**config.mk**
```make
export PLATFORM = sky130hd
export DESIGN_NAME = mult_share_arbiter
export DESIGN_NICKNAME = d
export VERILOG_FILES = /design/src/rtl/mult_share_arbiter.sv
export SDC_FILE = /design/constraint.sdc
export NUM_CORES = 1
export LEC_CHECK = 0
export CAP_MARGIN = 30
export CELL_PAD_IN_SITES_DETAIL_PLACEMENT = 1
export CELL_PAD_IN_SITES_GLOBAL_PLACEMENT = 1
export CORE_ASPECT_RATIO = 0.75
export CORE_UTILIZATION = 34
export DETAILED_ROUTE_END_ITERATION = 10
export PLACE_DENSITY_LB_ADDON = 0.1
export SYNTH_ARGS = -nofsm -noshare
export SYNTH_HDL_FRONTEND = slang
export SYNTH_SLANG_ARGS = --single-unit
```
**constraint.sdc**
```tcl
create_clock -name clk -period 4.85 [get_ports clk]
set_input_delay 1.455 -clock clk [delete_from_list [all_inputs] [get_ports clk]]
set_output_delay 1.455 -clock clk [all_outputs]
set_load 0.01 [all_outputs]
```
**src/rtl/mult_share_arbiter.sv**
```systemverilog
// rtl/mult_share_arbiter.sv - two-requester round-robin front end for one shared 4x4 array multiplier
module mult_share_arbiter #(
    parameter int WIDTH       = 4,
    parameter int CALC_CYCLES = 1
) (
    input  logic                 clk,
    input  logic                 rst,
    input  logic                 req0_valid,
    output logic                 req0_ready,
    input  logic [WIDTH-1:0]     req0_a,
    input  logic [WIDTH-1:0]     req0_b,
    input  logic                 req1_valid,
    output logic                 req1_ready,
    input  logic [WIDTH-1:0]     req1_a,
    input  logic [WIDTH-1:0]     req1_b,
    output logic                 rsp0_valid,
    input  logic                 rsp0_ready,
    output logic [2*WIDTH-1:0]   rsp0_p,
    output logic                 rsp1_valid,
    input  logic                 rsp1_ready,
    output logic [2*WIDTH-1:0]   rsp1_p,
    output logic                 busy,
    output logic [7:0]           done_cnt
);

    localparam logic [1:0] IDLE = 2'd0;
    localparam logic [1:0] CALC = 2'd1;
    localparam logic [1:0] RESP = 2'd2;

    localparam logic [1:0] CALC_LAST = 2'(CALC_CYCLES - 1);

    logic [1:0]           state_q, state_d;
    logic                 last_grant_q, last_grant_d;
    logic [WIDTH-1:0]     op_a_q, op_a_d;
    logic [WIDTH-1:0]     op_b_q, op_b_d;
    logic [2*WIDTH-1:0]   p_q, p_d;
    logic                 owner_q, owner_d;
    logic [1:0]           calc_cnt_q, calc_cnt_d;
    logic [7:0]           done_cnt_q, done_cnt_d;

    logic                 grant;
    logic [2*WIDTH-1:0]   mul_p;
    logic                 rsp_hs;

    // Array multiplier: AND-row partial products folded in by ripple rows of full adders
    always_comb begin
        logic [2*WIDTH-1:0] acc;
        logic [2*WIDTH-1:0] row;
        logic               c;
        logic               t;
        logic               nc;
        acc = {{WIDTH{1'b0}}, op_a_q & {WIDTH{op_b_q[0]}}};
        row = '0;
        c   = 1'b0;
        t   = 1'b0;
        nc  = 1'b0;
        for (int i = 1; i < WIDTH; i++) begin
            row = {{WIDTH{1'b0}}, op_a_q & {WIDTH{op_b_q[i]}}} << i;
            c   = 1'b0;
            for (int j = 0; j < 2*WIDTH; j++) begin
                t      = acc[j] ^ row[j];
                nc     = (acc[j] & row[j]) | (c & t);
                acc[j] = t ^ c;
                c      = nc;
            end
        end
        mul_p = acc;
    end

    // Round-robin grant: a tie goes to whoever was not served last
    always_comb begin
        grant = 1'b0;
        if (req0_valid && req1_valid) begin
            grant = ~last_grant_q;
        end else if (req1_valid) begin
            grant = 1'b1;
        end
    end

    assign req0_ready = (state_q == IDLE) && req0_valid && (grant == 1'b0);
    assign req1_ready = (state_q == IDLE) && req1_valid && (grant == 1'b1);
    assign rsp0_valid = (state_q == RESP) && (owner_q == 1'b0);
    assign rsp1_valid = (state_q == RESP) && (owner_q == 1'b1);
    assign rsp0_p     = rsp0_valid ? p_q : '0;
    assign rsp1_p     = rsp1_valid ? p_q : '0;
    assign rsp_hs     = (rsp0_valid && rsp0_ready) || (rsp1_valid && rsp1_ready);
    assign busy       = (state_q != IDLE);
    assign done_cnt   = done_cnt_q;

    // Next-state: accept in IDLE, count out CALC, hold the response until its owner takes it
    always_comb begin
        state_d      = state_q;
        last_grant_d = last_grant_q;
        op_a_d       = op_a_q;
        op_b_d       = op_b_q;
        p_d          = p_q;
        owner_d      = owner_q;
        calc_cnt_d   = calc_cnt_q;
        done_cnt_d   = done_cnt_q;
        case (state_q)
            IDLE: begin
                if (req0_ready) begin
                    op_a_d     = req0_a;
                    op_b_d     = req0_b;
                    owner_d    = 1'b0;
                    calc_cnt_d = '0;
                    state_d    = CALC;
                end else if (req1_ready) begin
                    op_a_d     = req1_a;
                    op_b_d     = req1_b;
                    owner_d    = 1'b1;
                    calc_cnt_d = '0;
                    state_d    = CALC;
                end
            end
            CALC: begin
                calc_cnt_d = calc_cnt_q + 2'd1;
                if (calc_cnt_q == CALC_LAST) begin
                    p_d     = mul_p;
                    state_d = RESP;
                end
            end
            RESP: begin
                if (rsp_hs) begin
                    state_d      = IDLE;
                    last_grant_d = owner_q;
                    done_cnt_d   = done_cnt_q + 8'd1;
                end
            end
            default: state_d = IDLE;
        endcase
    end

    // State registers; reset drops any in-flight transaction and re-arms requester 0 for the first tie
    always_ff @(posedge clk) begin
        if (rst) begin
            state_q      <= IDLE;
            last_grant_q <= 1'b1;
            op_a_q       <= '0;
            op_b_q       <= '0;
            p_q          <= '0;
            owner_q      <= 1'b0;
            calc_cnt_q   <= '0;
            done_cnt_q   <= '0;
        end else begin
            state_q      <= state_d;
            last_grant_q <= last_grant_d;
            op_a_q       <= op_a_d;
            op_b_q       <= op_b_d;
            p_q          <= p_d;
            owner_q      <= owner_d;
            calc_cnt_q   <= calc_cnt_d;
            done_cnt_q   <= done_cnt_d;
        end
    end

endmodule

```
* Word level (Yosys, flattened, before mapping)
Index checks and enable logic that the tools add are counted.
** Word-level totals
- RAM bits :: 0
- Bits in latches :: 0
- Input port bits :: 22
- Output and inout bits :: 29
- ROM bits :: 0
- Memories :: 0
- Bits in registers :: 30
** Operators by class
- Bitwise gates (word level) :: 55
- Equal/unequal tests :: 5
- Muxes and demuxes :: 18
- Reductions and logical operators :: 20
- Div/mod/pow operators :: 0
- Shift operators :: 0
- Multiply operators :: 0
- Add/subtract/negate cells :: 2
- $lt $le $gt $ge :: 0
** Operator list (number)
- $and 1x1->1 :: 20
- $xor 1x1->1 :: 20
- $and 4x4->4 :: 4
- $mux 4 :: 4
- $mux 8 :: 2
- $mux 2 :: 6
- $logic_and 1x1->1 :: 9
- $add 8x1->8 const B :: 1
- $or 1x1->1 :: 8
- $reduce_and 2->1 :: 4
- $pmux 2 s3 :: 1
- $reduce_bool 2->1 :: 3
- $logic_not 2->1 :: 2
- $mux 1 :: 4
- $ne 2x2->1 const B :: 2
- $pmux 2 s2 :: 1
- $ne 3x3->1 const B :: 1
- $not 1->1 :: 3
- $reduce_and 3->1 :: 1
- $add 2x1->2 const B :: 1
- $eq 2x1->1 const B :: 1
- $eq 2x2->1 const B :: 1
- $logic_or 1x1->1 :: 1

* Depth between registers and ports, before layout
Gate-level depths: netlist of the first run.
- Depth in word-level cells :: 16
- Gate-level depth with buffers :: 15

* Least setup slack after synthesis of the first run
Ideal clock, no wire load.
- Path type :: reg-to-reg
- Start point :: register op_b_q[0]
- End point :: register p_q[6]
- Clock period less this slack :: 3969 ps
- Data arrival time :: 3898 ps
- Cell stages (with the launch flop) :: 14
- Data required time :: 4779 ps
- Path slack :: 881 ps
- Library setup time :: 71 ps
- Cell sequence :: dfxtp_1 and2_1 ha_1 inv_1 fa_1 fa_1 fa_1 fa_1 inv_1 fa_1 fa_1 fa_1 nand3_1 a21oi_1
** On the way
- Longest elaborated chain between the ends :: 15
** Ends and longest elaborated chain
- start, declared :: RTL line 35 : logic [WIDTH-1:0] op_b_q, op_b_d;
- start signal, assigned :: RTL line 149 : op_b_q <= op_b_d;
- $and 4x4->4 (*) :: RTL line 52 : acc = {{WIDTH{1'b0}}, op_a_q & {WIDTH{op_b_q[0]}}};
- $and 1x1->1 / $xor 1x1->1 (equally long branches) :: RTL line 62, 61
- $and 1x1->1 :: RTL line 62 : nc = (acc[j] & row[j]) | (c & t);
- $or 1x1->1 :: RTL line 62
- $and 1x1->1 / $xor 1x1->1 (equally long branches) :: RTL line 62, 63
- $or 1x1->1 / $xor 1x1->1 (equally long branches) :: RTL line 62, 61
- $xor 1x1->1 / $and 1x1->1 (equally long branches) :: RTL line 63, 62
- $xor 1x1->1 / $or 1x1->1 (equally long branches) :: RTL line 61, 62
- $xor 1x1->1 / $and 1x1->1 (equally long branches) :: RTL line 63, 62
- $xor 1x1->1 / $or 1x1->1 (equally long branches) :: RTL line 61, 62
- $and 1x1->1 / $xor 1x1->1 (equally long branches) :: RTL line 62, 63
- $or 1x1->1 / $xor 1x1->1 (equally long branches) :: RTL line 62, 61
- $and 1x1->1 :: RTL line 62
- $or 1x1->1 :: RTL line 62
- $xor 1x1->1 (*) :: RTL line 63 : acc[j] = t ^ c;
- named net mul_p[6] :: RTL line 42 : logic [2*WIDTH-1:0] mul_p;
- end signal, assigned :: RTL line 150 : p_q <= p_d;
- end, declared :: RTL line 36 : logic [2*WIDTH-1:0] p_q, p_d;
The timed path passes the listed nets; every way through them passes the cells marked *.
A chain may end at the register's enable or synchronous reset.

* Final worst setup path of the first run
- Start point :: input port req0_valid
- End point :: output port req1_ready
** On the way
- Longest elaborated chain between the ends :: 3
** Ends and longest elaborated chain
- start, declared :: RTL line 8 : input logic req0_valid,
- $logic_and 1x1->1 :: RTL line 73 : if (req0_valid && req1_valid) begin
- $mux 1 :: RTL line 73
- $logic_and 1x1->1 :: RTL line 81 : assign req1_ready = (state_q == IDLE) && req1_valid && (grant == 1'b1);
- end, declared :: RTL line 13 : output logic req1_ready,
No other way between the ends.

==> impl_summary.txt, run 1 <==
----------------------------------------------------
[Outcome]
  Status ... finished with violations
  Failing checks ... DRC

[Pwr]
  Overall power after layout ... roughly 650 uW
  Leak ... 0.000939 uW
  Power density over the cells ... 272 mW/mm^2
  Maximum vdd ir drop ... 142 uV

[Worst setup path]
  Register-to-register setup slack ... 670 ps
  Worst setup path category ... input pin to output port
  Peak fanout along the critical path ... 5
  Reg-to-reg startpoint ... op_b_q[0]$_SDFFE_PP0P_
  Terminus of the critical flop-to-flop path ... p_q[6]$_SDFFE_PP0P_
  Type of element capturing the critical path ... output port
  Worst r2r path cells ... 13
  Required time of the critical path ... 3390 ps
  Launching element type of the critical path ... input pin
  Data arrival time at the worst-slack endpoint ... 2770 ps

[Yosys]
  Number of flops mapped to enable cells by yosys ... 0
  Post-synth net total ... 241
  Most instantiated library cell after synthesis ... sky130_fd_sc_hd__dfxtp_1
  Number of synthesized register bits ... 30
  Post-synthesis async set-or-reset flop share ... 0%
  Top cells by area in the synthesized netlist ... sky130_fd_sc_hd__dfxtp_1, sky130_fd_sc_hd__fa_1, sky130_fd_sc_hd__and2_1
  Cell accounting for the most synthesized area ... sky130_fd_sc_hd__dfxtp_1
  Number of instances in the synthesized netlist ... 205
  Synth cell count leaders ... sky130_fd_sc_hd__dfxtp_1, sky130_fd_sc_hd__and2_1, sky130_fd_sc_hd__nand2_1
  Synth cell types ... 28
  Most instantiated flip-flop cell in the synthesis netlist ... sky130_fd_sc_hd__dfxtp_1
  Avg Cell Area, Syn ... 8.37 um^2
  Total number of yosys warnings ... 0
  Portion of the post-synthesis area used by sequential elements ... 35.0%
  Share of Yosys cell area claimed by the top area cell type ... 35.0%
  Cell area after synthesis ... 0.00172 mm^2

[Final layout]
  Synthesis-to-finish area growth ... 38.6%
  Fill cell count ... about 560
  Area of all placed cells without fillers ... 0.00238 mm^2
  Antenna diode count ... 0
  Share of layout cells above drive strength 1 ... 4.67%
  Post-layout net count ... approximately 300

[STA]
  Aggregate negative setup slack ... 0 ps
  Final critical-path required period ... 4220 ps
  Setup repair after global routing missed its margin ... no
  Maximum clock rate ... 237 MHz
  Setup violation total in the final timing report ... 0
  Worst-case clock skew ... 4.85 ps
  Setup slack of the critical path after layout ... around 630 ps
  Max-slew violation total from the final report ... 0
  Post-route clock period utilization ... 87.1%
  Number of hold-slack violations in the final timing report ... 0
  Slew headroom ... 50.1%
  Transition time at the pin with the least slew margin ... approximately 730 ps

[Clock network]
  Number of buffers between clock root and the deepest sink ... 2
  Clk Tree Root Cell ... sky130_fd_sc_hd__clkbuf_8
  Clock transition at the register clock pins on the worst setup and hold paths after CTS ... 60 ps
  Clock tree from TritonCTS ... built
  TritonCTS sink count ... 30
  # Post-CTS Setup Buffers ... 0
  Resized Gates After CTS ... 0
  Number of levels in the clock H-tree ... 2
  Count of hold-fix buffers inserted at cts ... 0
  Number of clock buffers inserted by TritonCTS ... 5
  Latest clock arrival within the worst-skew pair ... 280 ps

[Global route]
  Maximum number of pins on one net before global-route repair ... 19
  Sum of overflow across all layers after global routing ... 0
  Layer carrying the most global-route usage ... met2
  Number of antenna violations at the first check in global routing ... 0
  Met3 Use GR ... slightly above 5%
  Global-route wire length before repair ... 7.71 mm
  Via count of the first global-routing pass ... 1597
  Routing usage on met2 ... 27.6%
  Fraction of met1 tracks used by global routing ... 25.7%
  Global routing usage summed across all routing layers ... between 10% and 20%

[Detailed routing]
  DRC viols ... 8
  Routed wire length ... 4.32 mm
  Count of TritonRoute iterations in the first routing pass ... 7
  Initial DRC Count ... 85
  Via count of the routed design ... 1558
  Detail Route Antenna Nets ... 0
  Average routed wire per standard cell ... ~14 um
  Number of vias per cell after detailed routing ... 4.96

[Place]
  Worst setup slack after placement ... 631 ps
  Routability Congestion ... 0.761
  Post-detailed-placement cell area ... 0.00227 mm^2
  Detailed Place HPWL ... 3.38 mm
  Port Buffers ... 50

[Floorplanning]
  Horizontal die dimension ... 84.1 um
  Die height ... 63.5 um
  Initial cell density of the core ... between 30% and 40%
  Area of the core region ... 0.00465 mm^2
  Total Die Area ... between 0.005 and 0.006 mm^2
  Num rows ... 21
  I/O pin count ... 51

[Min path]
  Terminating pin of the worst hold path ... p_q[4]$_SDFFE_PP0P_
  Min-delay src ... p_q[4]$_SDFFE_PP0P_
  Type of the most critical hold path ... register to register
  Number of instances on the worst hold path ... 2

[Run]
  Number of violations of the max-capacitance limit ... 0

----------------------------------------------------
-- through the flow --
stage               hold WS [ps]  instances  util, %
floorplan                    436        205        -
global placement             451        306     48.8
detailed placement           456        306     48.8
CTS                          470        314     51.2
global route                 486        314     51.2
finish                       465        314     51.2
-- worst max path at each step --
stage | from | end | slack, ps
2_1_floorplan | op_b_q[0]$_SDFFE_PP0P_ | p_q[6]$_SDFFE_PP0P_ | 880
3_3_place_gp | req0_valid | req1_ready | 680
3_5_place_dp | req0_valid | req1_ready | 630
4_1_cts | op_b_q[0]$_SDFFE_PP0P_ | p_q[6]$_SDFFE_PP0P_ | 610
5_1_grt | op_b_q[0]$_SDFFE_PP0P_ | p_q[6]$_SDFFE_PP0P_ | 470
6_report | req0_valid | req1_ready | 630
-- critical path, stage by stage --
cell	delay (ps)
sky130_fd_sc_hd__clkdlybuf4s50_1	470
sky130_fd_sc_hd__nand2_1	100
sky130_fd_sc_hd__and3_1	200
sky130_fd_sc_hd__clkdlybuf4s50_1	540
-- layout make-up --
cell class	instances	area (um^2)	share of cell area [%]
repair buffers	52	515	21.7
inverters	14	52.6	2.21
clock buffers	8	110	4.63
flip-flops and latches	30	601	25.2
multi-input cells	153	1030	43.3
well taps	57	71.3	3.00
-- kinds of logic after synthesis --
group                    Yosys count  share of synthesized area, %
AND/OR/NAND/NOR                   96                          28.0
flip-flops                        30                          35.0
adder cells (fa/ha/maj)           14                          13.7
AO/OA/AOI/OAI                     28                          9.99
multiplexers                       9                          5.25
buffers and inverters             22                          5.03
XOR/XNOR                           6                          3.06
-- cells in the final DEF, fill, tap and decap left out, drive strengths merged --
| master | synthesis | final |
|---|---|---|
| nand2b | 6 | 6 |
| nor2b | 1 | 1 |
| nor4 | 2 | 2 |
| ha | 6 | 6 |
| fa | 8 | 8 |
| nor3b | 1 | 1 |
| a31o | 1 | 1 |
| a211oi | 8 | 8 |
| nand2 | 23 | 23 |
| and2 | 25 | 25 |
| o21ai | 2 | 2 |
| mux2i | 9 | 9 |
| buf | 4 | 2 |
| dfxtp | 30 | 30 |
| and3 | 1 | 1 |
| clkdlybuf4s50 | 0 | 50 |
| nand4 | 1 | 1 |
| nor3 | 2 | 2 |
| xnor2 | 6 | 6 |
| inv | 14 | 14 |
| nand3 | 13 | 13 |
| clkbuf | 4 | 8 |
| o21a | 1 | 1 |
| a21oi | 15 | 15 |
| a221o | 1 | 1 |
| nor2 | 21 | 21 |
-- where the power goes --
part | internal [uW] | switching, uW
logic | 59.9 | 70.6
clock network | 143 | 91.6
registers | 264 | 18.1
total | 467 | 180
-- registers in the layout (all words and copies together), names as in the netlist --
signal	flops
op_a_q	4
state_q	2
owner_q	1
last_grant_q	1
op_b_q	4
done_cnt	8
calc_cnt_q	2
p_q	8
-- layer usage --
layer,up-vias,routed length [um]
met5,-,0
met4,0,19
met3,2,194
met2,39,1860
met1,740,2250
li1,777,-
Note: power is estimated with default switching activity, not from simulation.
==> inputs of run 2 (changes only) <==
- SETUP_SLACK_MARGIN: default -> 0.4
==> results of run 2 <==
Final layout, timing and power as in run 1 (identical DEF).
==> inputs of run 3 (changes only) <==
- CORE_MARGIN: default -> 2
- CORE_UTILIZATION: 34 -> 30
==> impl_summary.txt, run 3 (same netlist as run 1, synthesis figures left out) <==
----------------------------------------------------
[Outcome]
  Status ... completed

[Final layout]
  Non-Filler Instances ... 332
  Post-layout net count ... 292
  Share of layout cells above drive strength 1 ... 4.28%
  Antenna diode count ... 0
  Most common cell after layout, fill and taps aside ... sky130_fd_sc_hd__clkdlybuf4s50_1
  Commonest cells after routing, fill and taps aside ... sky130_fd_sc_hd__clkdlybuf4s50_1, sky130_fd_sc_hd__dfxtp_1, sky130_fd_sc_hd__and2_1, sky130_fd_sc_hd__nand2_1, sky130_fd_sc_hd__nor2_1
  Synthesis-to-finish area growth ... 38.8%

[STA]
  Max-slew violation total from the final report ... 0
  Maximum clock rate ... 239 MHz
  Setup violation total in the final timing report ... 0
  Worst-case clock skew ... 3.94 ps
  Final critical-path required period ... roughly 4200 ps
  Slew headroom ... 45.4%
  Number of hold-slack violations in the final timing report ... 0
  Setup repair after global routing missed its margin ... no
  Transition time at the pin with the least slew margin ... 817 ps
  Post-route clock period utilization ... 86.4%
  Aggregate negative setup slack ... 0 ps

[Detailed routing]
  Top Metal Used ... met4
  Met2 Wirelength ... 1.77 mm
  Initial DRC Count ... 31
  Average routed wire per standard cell ... 13.3 um
  DRC viols ... 0
  Met1 Wirelength ... 2.40 mm
  Detail Route Antenna Nets ... 0
  Met3 wirelength from detailed routing ... 198 um
  Via count of the routed design ... 1502
  Routed wire length ... around 4.4 mm
  Number of vias per cell after detailed routing ... 4.52
  Count of TritonRoute iterations in the first routing pass ... 4

[Global route]
  Number of antenna violations at the first check in global routing ... 0
  Via count of the first global-routing pass ... ~1600
  Sum of overflow across all layers after global routing ... 0
  Maximum number of pins on one net before global-route repair ... 22
  Global-route wire length before repair ... 7.62 mm
  Global routing usage summed across all routing layers ... 15.2%

[Clock network]
  Latest clock arrival within the worst-skew pair ... 280 ps
  Number of clock buffers inserted by TritonCTS ... 5
  Clk Tree Root Cell ... sky130_fd_sc_hd__clkbuf_8
  # Post-CTS Setup Buffers ... 0
  Number of buffers between clock root and the deepest sink ... 2
  Count of hold-fix buffers inserted at cts ... 0
  Clock tree from TritonCTS ... built
  TritonCTS sink count ... 30
  Number of levels in the clock H-tree ... 2
  Clock transition at the register clock pins on the worst setup and hold paths after CTS ... 70 ps
  Resized Gates After CTS ... 0

[Pwr]
  Share of power burned in the clock network ... 33.8%
  Power density over the cells ... 261 mW/mm^2
  Leak ... 0.000930 uW
  Maximum vdd ir drop ... 109 uV
  Part of the power in registers ... 45.4%
  Internal power of the cells ... 438 uW
  Fraction of power consumed by combinational cells ... 20.8%
  Net switching power of the design ... 185 uW
  Fraction of power spent switching nets ... 29.7%

[Place]
  Detailed Place HPWL ... 3.60 mm
  Placed insts ... ~320
  Port Buffers ... 50
  Routability Congestion ... about 0.76

[Floorplanning]
  Horizontal die dimension ... 91.3 um
  I/O pin count ... 51
  Area of the core region ... approximately 0.0054 mm^2
  Total Die Area ... 0.00635 mm^2
  Initial cell density of the core ... 31.6%
  Die height ... 69.5 um
  Num rows ... 23

[Worst setup path]
  Delay of the slowest critical-path stage ... 540 ps
  Worst setup path category ... input pin to output port
  Cell repeated most along the worst path ... sky130_fd_sc_hd__clkdlybuf4s50_1
  Cell type of the slowest stage on the worst timing path ... sky130_fd_sc_hd__clkdlybuf4s50_1
  Type of element capturing the critical path ... output port
  Crit path cell chain ... clkdlybuf4s50_1 -> nand2_1 -> and3_1 -> clkdlybuf4s50_1
  Peak fanout along the critical path ... 5
  Launching element type of the critical path ... input pin
  Data arrival time at the worst-slack endpoint ... 2730 ps
  Required time of the critical path ... 3390 ps

[Min path]
  Type of the most critical hold path ... register to register

[Run]
  Number of violations of the max-capacitance limit ... 0

----------------------------------------------------
## run 3: cell types whose count changed in the layout (fill, tap and decap cells not counted)
cell                       delta
sky130_fd_sc_hd__clkbuf_8     -2
sky130_fd_sc_hd__clkbuf_1     +1
sky130_fd_sc_hd__clkinv_2     +1
## run 3: stage by stage
step | total power, uW | setup WS (ps) | utilization, % | area, um^2 | hold WS, ps
after floorplan | 364 | 881 | - | 1720 | 436
after global placement | 418 | 665 | 42.1 | 2290 | 454
after detailed placement | 420 | 652 | 42.1 | 2290 | 455
after CTS | 632 | 655 | 43.8 | 2380 | 463
after global routing | 664 | 453 | 43.8 | 2380 | 492
final | 623 | 661 | 43.8 | 2380 | 464
## run 3: power groups by stage
stage / sequential (uW) / combinational, uW / clock (uW)
final: 283 / 129 / 211
after global routing: 287 / 147 / 230
after CTS: 283 / 132 / 217
after detailed placement: 289 / 131 / 0
after global placement: 288 / 130 / 0
after floorplan: 281 / 83.2 / 0
## run 3: final timing paths
kind                               start  depth (start not counted)                  end  slack (ps)
hold reg to reg      p_q[0]$_SDFFE_PP0P_                          2  p_q[0]$_SDFFE_PP0P_         460
setup reg to reg  op_b_q[1]$_SDFFE_PP0P_                         13  p_q[6]$_SDFFE_PP0P_         680
hold / removal       p_q[0]$_SDFFE_PP0P_                          2  p_q[0]$_SDFFE_PP0P_         460
setup / recovery              req0_valid                          4           req1_ready         660
## run 3: critical path, delay by kind of cell
| kind | cells | cell delay, ps |
|---|---|---|
| buffers and inverters | 2 | 1010 |
| AND/OR/NAND/NOR | 2 | 260 |
## run 3: metal layers
| metal | track usage, % | up-vias |
|---|---|---|
| met5 | 0 | - |
| met4 | 5.56 | 0 |
| met3 | 4.13 | 5 |
| met2 | 21.9 | 28 |
| met1 | 21.7 | 691 |
| li1 | - | 778 |
## run 3: area by class of cell
cell class / count / area [um^2]
Timing Repair Buffer: 52 / 515
Multi-Input combinational cell: 153 / 1030
Clock buffer: 7 / 86.3
Clock inverter: 1 / 5.00
Sequential cell: 30 / 601
Fill cell: 643 / 3060
Tap cell: 75 / 93.8
Inverter: 14 / 52.6
